**config.mk**
```make
export PLATFORM = sky130hd
export DESIGN_NAME = stack_unit
export DESIGN_NICKNAME = d
export VERILOG_FILES = /design/src/rtl/stack_unit.sv
export SDC_FILE = /design/constraint.sdc
export NUM_CORES = 1
export LEC_CHECK = 0
export BUFFER_PORTS_ARGS = -buffer_cell sky130_fd_sc_hd__buf_4
export CAP_MARGIN = 40
export CORE_MARGIN = 2
export CORE_UTILIZATION = 45
export CTS_CLUSTER_DIAMETER = 30
export DETAILED_ROUTE_END_ITERATION = 16
export PLACE_DENSITY = 0.7
export REMOVE_ABC_BUFFERS = 1
export SETUP_SLACK_MARGIN = 0.5
export SYNTH_ARGS = -nofsm -noshare
export SYNTH_HDL_FRONTEND = slang
export SYNTH_SLANG_ARGS = --single-unit
```
**constraint.sdc**
```tcl
create_clock -name clk -period 4.32 [get_ports clk]
set_input_delay 0.216 -clock clk [delete_from_list [all_inputs] [get_ports clk]]
set_output_delay 0.216 -clock clk [all_outputs]
set_load 0.03 [all_outputs]
```
**src/rtl/stack_unit.sv**
```systemverilog
// stack_unit: operand stack for the multicycle stack CPU.
//   Pushes a WIDTH-bit value selected from the ALU result or the MDR.
//   Holds up to DEPTH entries and pops them in LIFO order.
//   Reports full/empty status and sticky overflow/underflow error flags.
//
// Ports:
//   clk, reset             rising-edge clock, asynchronous active-high reset
//   push, pop              control-unit strobes (both together = replace top)
//   stack_src              push data select: 0 = alu_result, 1 = mdr_data
//   alu_result, mdr_data   push data candidates
//   clear_err              synchronous clear of the sticky error flags
//   tos                    top of stack, combinational; 0 when empty
//   count                  number of valid entries (equals sp)
//   empty, full            occupancy status, combinational from sp
//   overflow, underflow    sticky error flags, registered
module stack_unit #(
  parameter int unsigned WIDTH = 8,
  parameter int unsigned DEPTH = 8,
  localparam int unsigned CW = $clog2(DEPTH + 1)
) (
  input  logic             clk,
  input  logic             reset,
  input  logic             push,
  input  logic             pop,
  input  logic             stack_src,
  input  logic [WIDTH-1:0] alu_result,
  input  logic [WIDTH-1:0] mdr_data,
  input  logic             clear_err,
  output logic [WIDTH-1:0] tos,
  output logic [CW-1:0]    count,
  output logic             empty,
  output logic             full,
  output logic             overflow,
  output logic             underflow
);

  localparam int unsigned AW = (DEPTH > 1) ? $clog2(DEPTH) : 1;

  logic [WIDTH-1:0] mem_q [DEPTH];
  logic [CW-1:0]    sp_q, sp_d;
  logic             ovf_q, ovf_d;
  logic             unf_q, unf_d;

  logic [WIDTH-1:0] din;
  logic             wr_en;
  logic [AW-1:0]    wr_idx;
  logic [AW-1:0]    top_idx;

  // Status and top-of-stack are derived directly from the pointer: no read latency.
  assign empty   = (sp_q == '0);
  assign full    = (sp_q == CW'(DEPTH));
  assign count   = sp_q;
  assign top_idx = AW'(sp_q - CW'(1));
  assign tos     = empty ? '0 : mem_q[top_idx];
  assign din     = stack_src ? mdr_data : alu_result;

  assign overflow  = ovf_q;
  assign underflow = unf_q;

  // Next-state decode of the push/pop strobes against the guards.
  always_comb begin
    sp_d   = sp_q;
    wr_en  = 1'b0;
    wr_idx = AW'(sp_q);
    ovf_d  = ovf_q & ~clear_err;
    unf_d  = unf_q & ~clear_err;

    if (push && !pop) begin
      if (!full) begin
        wr_en = 1'b1;
        sp_d  = sp_q + CW'(1);
      end else begin
        ovf_d = 1'b1;
      end
    end else if (pop && !push) begin
      if (!empty) begin
        sp_d = sp_q - CW'(1);
      end else begin
        unf_d = 1'b1;
      end
    end else if (push && pop) begin
      wr_en = 1'b1;
      if (!empty) begin
        // Replace top in place; occupancy unchanged, legal even when full.
        wr_idx = top_idx;
      end else begin
        // Nothing to pop: behaves as a push into slot 0 but flags underflow.
        wr_idx = '0;
        sp_d   = CW'(1);
        unf_d  = 1'b1;
      end
    end
  end

  // Control state: pointer and sticky flags.
  always_ff @(posedge clk or posedge reset) begin
    if (reset) begin
      sp_q  <= '0;
      ovf_q <= 1'b0;
      unf_q <= 1'b0;
    end else begin
      sp_q  <= sp_d;
      ovf_q <= ovf_d;
      unf_q <= unf_d;
    end
  end

  // Storage array; contents are meaningless while not covered by sp, so no reset.
  always_ff @(posedge clk) begin
    if (wr_en) begin
      mem_q[wr_idx] <= din;
    end
  end

endmodule

```
==> run_results.csv <==
group,metric,value,unit
yosys,yosysSeqAreaShare,0.617,
yosys,yosys-top-cells-area,"edfxtp_1, mux4_2, mux2i_1",
power,power.leakage,1.41,nW
yosys,ys_types,44,
floorplanning,core-area,0.00725,sq mm
finish,multiInputGateArea,0.00115,sq mm
yosys,synth_cells,207,
critical_path,rr_startpoint,"count[0]",
critical_path,startpoint,"count[0]",
critical_path,crit_path_max_fanout,26,
power,p_per_area,705,mW/mm^2
finish,fin_util,0.541,
timing,slew_viol_final,0,
finish,antenna-diode-count,0,
floorplanning,fp.dieArea,0.00817,sq mm
route,drc,0,
floorplanning,die_y,90.4,um
timing,setup_tns,0,ns
place,dp.cells,336,
place,post-dp-hpwl,5080,um
cts,cts_max_level,3,
global_route,grt_max_degree,27,
run,cap_violations,0,
route,ant_nets,0,
yosys,synth-main-ff-cell,"edfxtp_1",
route,drtPass1Iterations,4,
global_route,first_global_vias,1965,
finish,fin_nets,274,
yosys,netlist_area,0.00336,sq mm
yosys,synth.top_cells.by_count,"edfxtp_1, mux2i_1, mux4_2, mux2_1, o22ai_1",
yosys,synth_fa_ha_area_frac,0.0112,
yosys,yosysTopAreaCell,"edfxtp_1",
yosys,synth_top_area_frac,0.572,
critical_path,cp.required,4.10,ns
place,routabilityCongestion,0.808,
floorplanning,std_cell_rows,31,
place,place.port_buffers,37,
timing,final-hold-violation-count,0,
cts,cts_tree,"yes",
yosys,yosys_warnings,0,
global_route,overflow,0,
cts,clockBufferDepth,2,
timing,setup_viol,0,
route,num_vias,1984,
worst_hold_path,hold_depth,3,
route,routed_via_density,5.62,
critical_path,cp.arrival,2.94,ns
power,vdd_ir_drop_max,0.371,mV
route,wl_per_cell,20.4,um
global_route,antenna_found_initial,0,
critical_path,cp-end-kind,"output port",
route,drt-total-wl,7200,um
timing,worstMarginPinSlew,0.720,ns
route,first_iter_violations,170,
finish,fill_cells,574,
timing,final.period_utilization,0.730,
yosys,synth_top_family_by_area,"multiplexers",
cts,cts.sinks,70,
yosys,synth-edff-count,64,
global_route,grt_usage,0.189,
floorplanning,die_x,90.4,um
yosys,synth_compound_area_frac,0.0693,
outcome,status,"finished clean",
cts,cts_root_buf,"clkbuf_8",
worst_hold_path,worstHoldStart,"clear_err",
finish,area_growth,16.7,%
timing,rsz0062_at_grt,"false",
floorplanning,start_util,0.463,
cts,insertion_delay,0.35,ns
critical_path,path_class,"register to output port",
global_route,grt_first_pass_wirelength,11400,um
timing,clock_skew,0.00800,ns
yosys,synth_most_common_cell,"edfxtp_1",
yosys,synth.ff_latch_count,70,
timing,slew_headroom,0.520,
finish,final_cells,353,
cts,clkTransAtPathRegs,0.08,ns
yosys,synth_xor_area_frac,0.00261,
finish,drive_gt1_frac,0.327,
yosys,syn_avg_cell_area,16.2,sq um
worst_hold_path,worstHoldPathType,"input port to register",
finish,regArea,0.00207,sq mm
critical_path,critPathLaunchType,"register",
timing,max_freq,0.317,GHz
floorplanning,ios,38,
cts,numCtsBuffers,9,
yosys,synthMuxAreaShare,0.196,
yosys,synthSimpleGateAreaFrac,0.0648,
cts,cts_resized,0,
yosys,synth_async_sr_flop_share,0.0857,
critical_path,r2r_cells,7,
timing,period_needed,3.15,ns
per-layer routing:
| metal | GRT usage | vias to the layer above | part of all wire |
|---|---|---|---|
| met4 | 0.0654 | 0 | 0.011 |
| met2 | 0.289 | 80 | 0.47 |
| met1 | 0.263 | 978 | 0.43 |
| li1 | - | 919 | - |
| met5 | 0 | - | 0 |
| met3 | 0.0534 | 7 | 0.085 |
worst max-delay path, stage by stage (launching register included):
cell     delay (ns)
dfrtp_1        0.33
buf_4          0.37
inv_1          0.12
ha_1           0.78
mux4_2         0.45
mux2i_1        0.16
o22ai_1        0.15
buf_4          0.21
cells in the final DEF, fill, tap and decap left out, types with 2 or more instances in the layout:
| cell | netlist | final |
|---|---|---|
| edfxtp_1 | 64 | 64 |
| buf_4 | 1 | 43 |
| mux2i_1 | 17 | 17 |
| mux4_2 | 16 | 16 |
| mux2_1 | 9 | 9 |
| clkbuf_8 | 0 | 9 |
| o22ai_1 | 8 | 8 |
| nor2_1 | 7 | 7 |
| nor3_1 | 7 | 7 |
| inv_1 | 6 | 6 |
| dfrtp_1 | 6 | 6 |
| nand2b_1 | 5 | 5 |
| and3_1 | 4 | 4 |
| a21oi_1 | 4 | 4 |
| nor2b_1 | 3 | 3 |
| ha_1 | 3 | 3 |
| nand2_1 | 2 | 2 |
| a211oi_2 | 2 | 2 |
| nor4b_1 | 2 | 2 |
| a32o_1 | 2 | 2 |
| o31ai_1 | 2 | 2 |
| a21o_1 | 2 | 2 |
| o21ai_1 | 2 | 2 |
| nand3_1 | 2 | 2 |
| a22o_1 | 2 | 2 |
| inv_6 | 0 | 2 |
area by class of cell:
| cell class | instances | share of cell area |
|---|---|---|
| tap | 99 | 0.0316 |
| sequential | 70 | 0.528 |
| inverter | 7 | 0.00670 |
| clock buffer | 10 | 0.0325 |
| multi-input combinational | 116 | 0.295 |
| clock inverter | 6 | 0.0175 |
| timing repair buffer | 45 | 0.0887 |
registers in the layout (all words and copies together), names as in the netlist:
name,count
count,4
mem_q,64
underflow,1
overflow,1
kinds of logic after synthesis:
kind of cell / after synthesis
adders and majority gates: 3
and+or+nand+nor: 37
muxes: 44
xor gates and xnor gates: 1
buffers and inverters: 21
AOI/OAI and AO/OA: 31
DFF: 70
worst paths after layout:
check                              endpoint  slack [ns]
worst max-delay path                 tos[2]        1.17
worst min-delay path              underflow        0.20
worst max register to register  mem_q[0][4]        1.70
worst min register to register    underflow        0.51
max in group asynchronous         underflow        3.80
min in group asynchronous          count[1]        0.33
per-stage QoR:
stage / instance area [sq um] / setup WS [ns] / power, W / hold slack (ns)
after floorplan: 3250 / 0.894 / 0.00182 / 0.00696
after global placement: 3700 / 1.54 / 0.00223 / 0.161
after detailed placement: 3710 / 1.52 / 0.00226 / 0.155
after CTS: 3920 / 1.08 / 0.00279 / 0.183
after global routing: 3920 / 0.940 / 0.00290 / 0.199
final: 3920 / 1.17 / 0.00276 / 0.195
power breakdown:
part	switching, W	total (W)	internal [W]
registers	0.0000593	0.000912	0.000852
logic	0.000773	0.00133	0.000555
clock network	0.000254	0.000525	0.000271
timing repair:
item / 4_1_cts / 5_1_grt
hold endpoints to repair: 6 / 0
hold buffers: 1 / 0
buffers inserted: 0 / 0
Power figures use the tool's default switching activity.
